[src/rtl/pixel_write_fifo.sv]
// Show-ahead pixel FIFO between the game datapath and the VGA adapter write port.
// Clips off-screen pixels, truncates RGB to COLOUR_BITS per channel, tracks drops.
module pixel_write_fifo #(
    parameter int DEPTH       = 16,
    parameter int COLOUR_BITS = 3,
    parameter int H_RES       = 160,
    parameter int V_RES       = 120
) (
    input  logic                       clk,
    input  logic                       reset,
    input  logic [7:0]                 x_draw,
    input  logic [7:0]                 y_draw,
    input  logic [23:0]                outColour,
    input  logic                       writeEn,
    input  logic                       vga_ready,
    input  logic                       stat_clear,
    output logic [7:0]                 vga_x,
    output logic [6:0]                 vga_y,
    output logic [3*COLOUR_BITS-1:0]   vga_colour,
    output logic                       vga_plot,
    output logic [$clog2(DEPTH):0]     level,
    output logic                       overflow,
    output logic [15:0]                drop_count
);

    localparam int AW = $clog2(DEPTH);
    localparam int CW = 3 * COLOUR_BITS;
    localparam int EW = 15 + CW;
    localparam logic [8:0]  H_LIM  = 9'(H_RES);
    localparam logic [8:0]  V_LIM  = 9'(V_RES);
    localparam logic [AW:0] FULL   = (AW + 1)'(DEPTH);

    logic [EW-1:0] r_mem [DEPTH];
    logic [AW-1:0] r_wrPtr;
    logic [AW-1:0] r_rdPtr;
    logic [AW:0]   r_level;
    logic [EW-1:0] r_out;
    logic          r_plot;
    logic          r_overflow;
    logic [15:0]   r_dropCount;

    logic          w_candidate;
    logic          w_pop;
    logic          w_push;
    logic          w_drop;
    logic [AW-1:0] w_nextRd;
    logic [CW-1:0] w_colourIn;
    logic [EW-1:0] w_entryIn;
    logic          w_unusedColourBits;

    assign w_candidate = writeEn && ({1'b0, x_draw} < H_LIM) && ({1'b0, y_draw} < V_LIM);
    assign w_pop       = r_plot && vga_ready;
    assign w_push      = w_candidate && ((r_level != FULL) || w_pop);
    assign w_drop      = w_candidate && !w_push;
    assign w_nextRd    = r_rdPtr + AW'(1);

    assign w_colourIn  = {outColour[23 -: COLOUR_BITS],
                          outColour[15 -: COLOUR_BITS],
                          outColour[7  -: COLOUR_BITS]};
    assign w_entryIn   = {x_draw, y_draw[6:0], w_colourIn};
    assign w_unusedColourBits = ^outColour;

    // Storage holds every entry including the one currently presented on the outputs.
    always_ff @(posedge clk) begin
        if (w_push && !reset) begin
            r_mem[r_wrPtr] <= w_entryIn;
        end
    end

    always_ff @(posedge clk) begin
        if (reset) begin
            r_wrPtr     <= '0;
            r_rdPtr     <= '0;
            r_level     <= '0;
            r_out       <= '0;
            r_plot      <= 1'b0;
            r_overflow  <= 1'b0;
            r_dropCount <= '0;
        end else begin
            if (w_push) begin
                r_wrPtr <= r_wrPtr + AW'(1);
            end
            if (w_pop) begin
                r_rdPtr <= w_nextRd;
            end

            case ({w_push, w_pop})
                2'b10:   r_level <= r_level + 1'b1;
                2'b01:   r_level <= r_level - 1'b1;
                default: r_level <= r_level;
            endcase

            // Next head comes from storage if one is queued behind it, else bypasses the push.
            if (w_pop) begin
                if (r_level > (AW + 1)'(1)) begin
                    r_out  <= r_mem[w_nextRd];
                    r_plot <= 1'b1;
                end else if (w_push) begin
                    r_out  <= w_entryIn;
                    r_plot <= 1'b1;
                end else begin
                    r_plot <= 1'b0;
                end
            end else if (!r_plot && w_push) begin
                r_out  <= w_entryIn;
                r_plot <= 1'b1;
            end

            if (w_drop) begin
                r_overflow <= 1'b1;
            end else if (stat_clear) begin
                r_overflow <= 1'b0;
            end

            // A drop coinciding with a clear restarts the count at one.
            if (stat_clear) begin
                r_dropCount <= w_drop ? 16'd1 : 16'd0;
            end else if (w_drop && (r_dropCount != 16'hFFFF)) begin
                r_dropCount <= r_dropCount + 16'd1;
            end
        end
    end

    assign vga_x      = r_out[EW-1 -: 8];
    assign vga_y      = r_out[CW +: 7];
    assign vga_colour = r_out[CW-1:0];
    assign vga_plot   = r_plot;
    assign level      = r_level;
    assign overflow   = r_overflow;
    assign drop_count = r_dropCount;

endmodule

[config.mk]
export PLATFORM = sky130hd
export DESIGN_NAME = pixel_write_fifo
export DESIGN_NICKNAME = d
export VERILOG_FILES = /design/src/rtl/pixel_write_fifo.sv
export SDC_FILE = /design/constraint.sdc
export NUM_CORES = 1
export LEC_CHECK = 0
export ABC_CLOCK_PERIOD_IN_PS = 4400
export CAP_MARGIN = 20
export CORE_MARGIN = 5
export CORE_UTILIZATION = 40
export CTS_CLUSTER_DIAMETER = 50
export DETAILED_ROUTE_END_ITERATION = 6
export PLACE_DENSITY_LB_ADDON = 0.25
export SETUP_SLACK_MARGIN = 0.3
export SLEW_MARGIN = 0
export SYNTH_ARGS = -nofsm -noshare
export SYNTH_HDL_FRONTEND = slang
export SYNTH_SLANG_ARGS = --single-unit
[constraint.sdc]
create_clock -name clk -period 4.4 [get_ports clk]
set_input_delay 1.32 -clock clk [delete_from_list [all_inputs] [get_ports clk]]
set_output_delay 1.32 -clock clk [all_outputs]
set_load 0.05 [all_outputs]
==> impl_metrics.env <==
export IMPL_cts_root_buffer="clkbuf_16"
export IMPL_worst_pin_slew_ns=0.848
export IMPL_gr_total_overflow=0
export IMPL_synth_warning_count=0
export IMPL_vias=9070
export IMPL_insertion_delay_ns=0.56
export IMPL_cp_arrival_ns=3.71
export IMPL_io_buffers=76
export IMPL_peakVddDrop_uv=244
export IMPL_crit_type="input port to flop"
export IMPL_syn_nets=981
export IMPL_multi_input_area_um2=4670
export IMPL_finalMaxSlewViolations=0
export IMPL_die_area_um2=47900
export IMPL_yosys_top_cells_area="edfxtp_1, mux4_2, dfxtp_1, mux2i_1, nor2_1"
export IMPL_rsz0062_at_grt="false"
export IMPL_period_share=0.794
export IMPL_synth_edf_count=384
export IMPL_die_x_um=219
export IMPL_grt_max_degree=42
export IMPL_clockBufferDepth=3
export IMPL_setup_viol_count_final=0
export IMPL_clkTransAtPathRegs_ns=0.06
export IMPL_critPathRequiredTime_ns=4.62
export IMPL_synthCells=926
export IMPL_layout_area_seq_um2=12600
export IMPL_max_cap_violations=0
export IMPL_htreeDepth=2
export IMPL_fp_coreArea_um2=43200
export IMPL_ys_ff_latch=439
export IMPL_synth_top_area_share=0.661
export IMPL_drt_iter0_drc=736
export IMPL_firstDrtPassIters=5
export IMPL_crit_path_end_kind="flop"
export IMPL_max_slew_margin_rel=0.435
export IMPL_track_usage=0.163
export IMPL_yosysSeqAreaShare=0.724
export IMPL_p_per_area_nw_per_um2=432
export IMPL_fmax_ghz=0.286
export IMPL_drc=0
export IMPL_outcome="complete, no violations"
export IMPL_fin_nets=1111
export IMPL_synth_top_cell_by_area="edfxtp_1"
export IMPL_routedWlPerCell_um=23.1
export IMPL_ant_nets=0
export IMPL_p_leak_uw=0.00635
export IMPL_wirelength_um=38800
export IMPL_cts_sinks=439
export IMPL_cts_buffers=48
export IMPL_n_fill_cell=3630
export IMPL_hold_class="flop to flop"
export IMPL_vias_per_cell=5.40
export IMPL_boundaryPins=92
export IMPL_ys_types=65
export IMPL_rows=76
export IMPL_n_antenna_cell=0
export IMPL_synth_area_um2=17500
export IMPL_gp_congestion=0.749
export IMPL_cts_resized=0
export IMPL_cts_hold_buffers=0
export IMPL_start_util=0.404
export IMPL_hold_viol=0
export IMPL_layout_drive_gt1_share=0.224
export IMPL_dp_hpwl_um=23300
export IMPL_synth_area_per_cell_um2=18.9
export IMPL_synthArstFlopShare=0
export IMPL_setup_tns_ns=0
export IMPL_ys_flop_type="edfxtp_1"
export IMPL_grt_pass1_vias=9307
export IMPL_antenna_found_initial=0
export IMPL_fin_util=0.481
export IMPL_die_height_um=219
export IMPL_grt_pass1_wl_um=58900
export IMPL_worstPathMaxFanout=15
export IMPL_fin_skew_ns=0.0151
export IMPL_start_kind="input port"
export IMPL_cts_setup_buffers=0
export IMPL_area_delta_synth_final_pct=19.0
export IMPL_cts_tree="done"
export IMPL_fin_crit_ns=3.49
## layout by cell type, fill, tap and decap left out, drive strengths merged, types with 10 or more instances in the layout
master,n
mux2i,38
a311oi,21
mux4,99
dfxtp,55
clkinv,15
a21oi,14
ha,10
nor2,59
edfxtp,384
clkbuf,67
clkdlybuf4s50,75
nand2,49
buf,53
o22a,14
## report_power, final
group	internal (uW)	total [uW]	leakage, uW	switching, uW
sequential	4560	4590	0.00390	34.7
clock	2290	3890	0.000746	1600
combinational	192	493	0.00170	301
## routing by layer
metal	vias up	global-route usage	wire, um	share of wire
li1	4067	-	-	-
met1	4757	0.237	17800	0.46
met2	193	0.263	18700	0.48
met3	53	0.0266	1720	0.044
met4	0	0.0358	611	0.016
met5	-	0	0	0
## layout make-up
cell class | instances | area share
sequential | 439 | 0.608
multi-input combinational | 432 | 0.225
clock buffer | 67 | 0.0638
timing repair buffer | 128 | 0.0558
tap | 585 | 0.0352
clock inverter | 23 | 0.0104
inverter | 7 | 0.00127
## critical path, stage by stage
cell,delay (ns)
clkdlybuf4s50_1,0.53
and4_1,0.29
a2111oi_4,0.59
nand3b_1,0.42
nor2_4,0.20
buf_4,0.35
## path summary, 6_finish.rpt
path | from | endpoint | slack, ns | cells past startpoint
max | y_draw[6] | r_mem[7][9] | 0.91 | 6
max reg2reg | r_rdPtr[0] | r_out[10] | 1.33 | 7
min reg2reg | overflow | overflow | 0.47 | 2
min | overflow | overflow | 0.47 | 2
## kinds of logic (layout without fill, tap and decap cells)
family,after synthesis,in the layout,synth area share
flip-flops,439,439,0.724
AND/OR/NAND/NOR,174,174,0.0484
multiplexers,138,138,0.152
AO/OA/AOI/OAI,98,98,0.0447
buffers and inverters,55,225,0.0168
XOR/XNOR,12,12,0.00753
adder cells (fa/ha/maj),10,10,0.00717
## per-stage QoR
step	setup WS, ns	power (uW)	instances	hold WS, ns	area (um^2)
3_3_place_gp	0.351	5170	1591	0.461	19200
6_report	0.906	8970	1681	0.470	20800
5_1_grt	0.806	9300	1681	0.503	20800
2_1_floorplan	0.625	4970	926	0.479	17500
4_1_cts	0.907	9080	1681	0.473	20800
3_5_place_dp	0.305	5180	1591	0.463	19200
## registers in the layout, indices dropped and copies added (netlist names)
| register | flops |
|---|---|
| drop_count | 16 |
| level | 5 |
| overflow | 1 |
| r_mem | 384 |
| r_out | 24 |
| r_rdPtr | 4 |
| r_wrPtr | 4 |
| vga_plot | 1 |
## cells in the mapped netlist (3+ instances only)
library cell	instances
a2111oi_0	4
a21oi_1	14
a221oi_1	3
a22o_1	4
a311oi_1	20
and2_1	3
and3_1	6
and4_1	4
buf_1	5
buf_2	18
buf_4	7
buf_6	5
clkbuf_1	12
dfxtp_1	55
edfxtp_1	384
ha_1	10
inv_1	7
mux2i_1	38
mux4_1	7
mux4_2	92
nand2_1	48
nand2b_1	7
nand3_1	9
nand4_1	5
nor2_1	59
nor2b_1	5
nor3_1	5
o21a_1	4
o21ai_0	4
o22a_1	14
o22ai_1	5
o311ai_0	3
o31ai_1	5
o41ai_1	3
or3_1	6
or4_1	5
xnor2_1	3
xor2_1	7
Power figures use the tool's default switching activity.
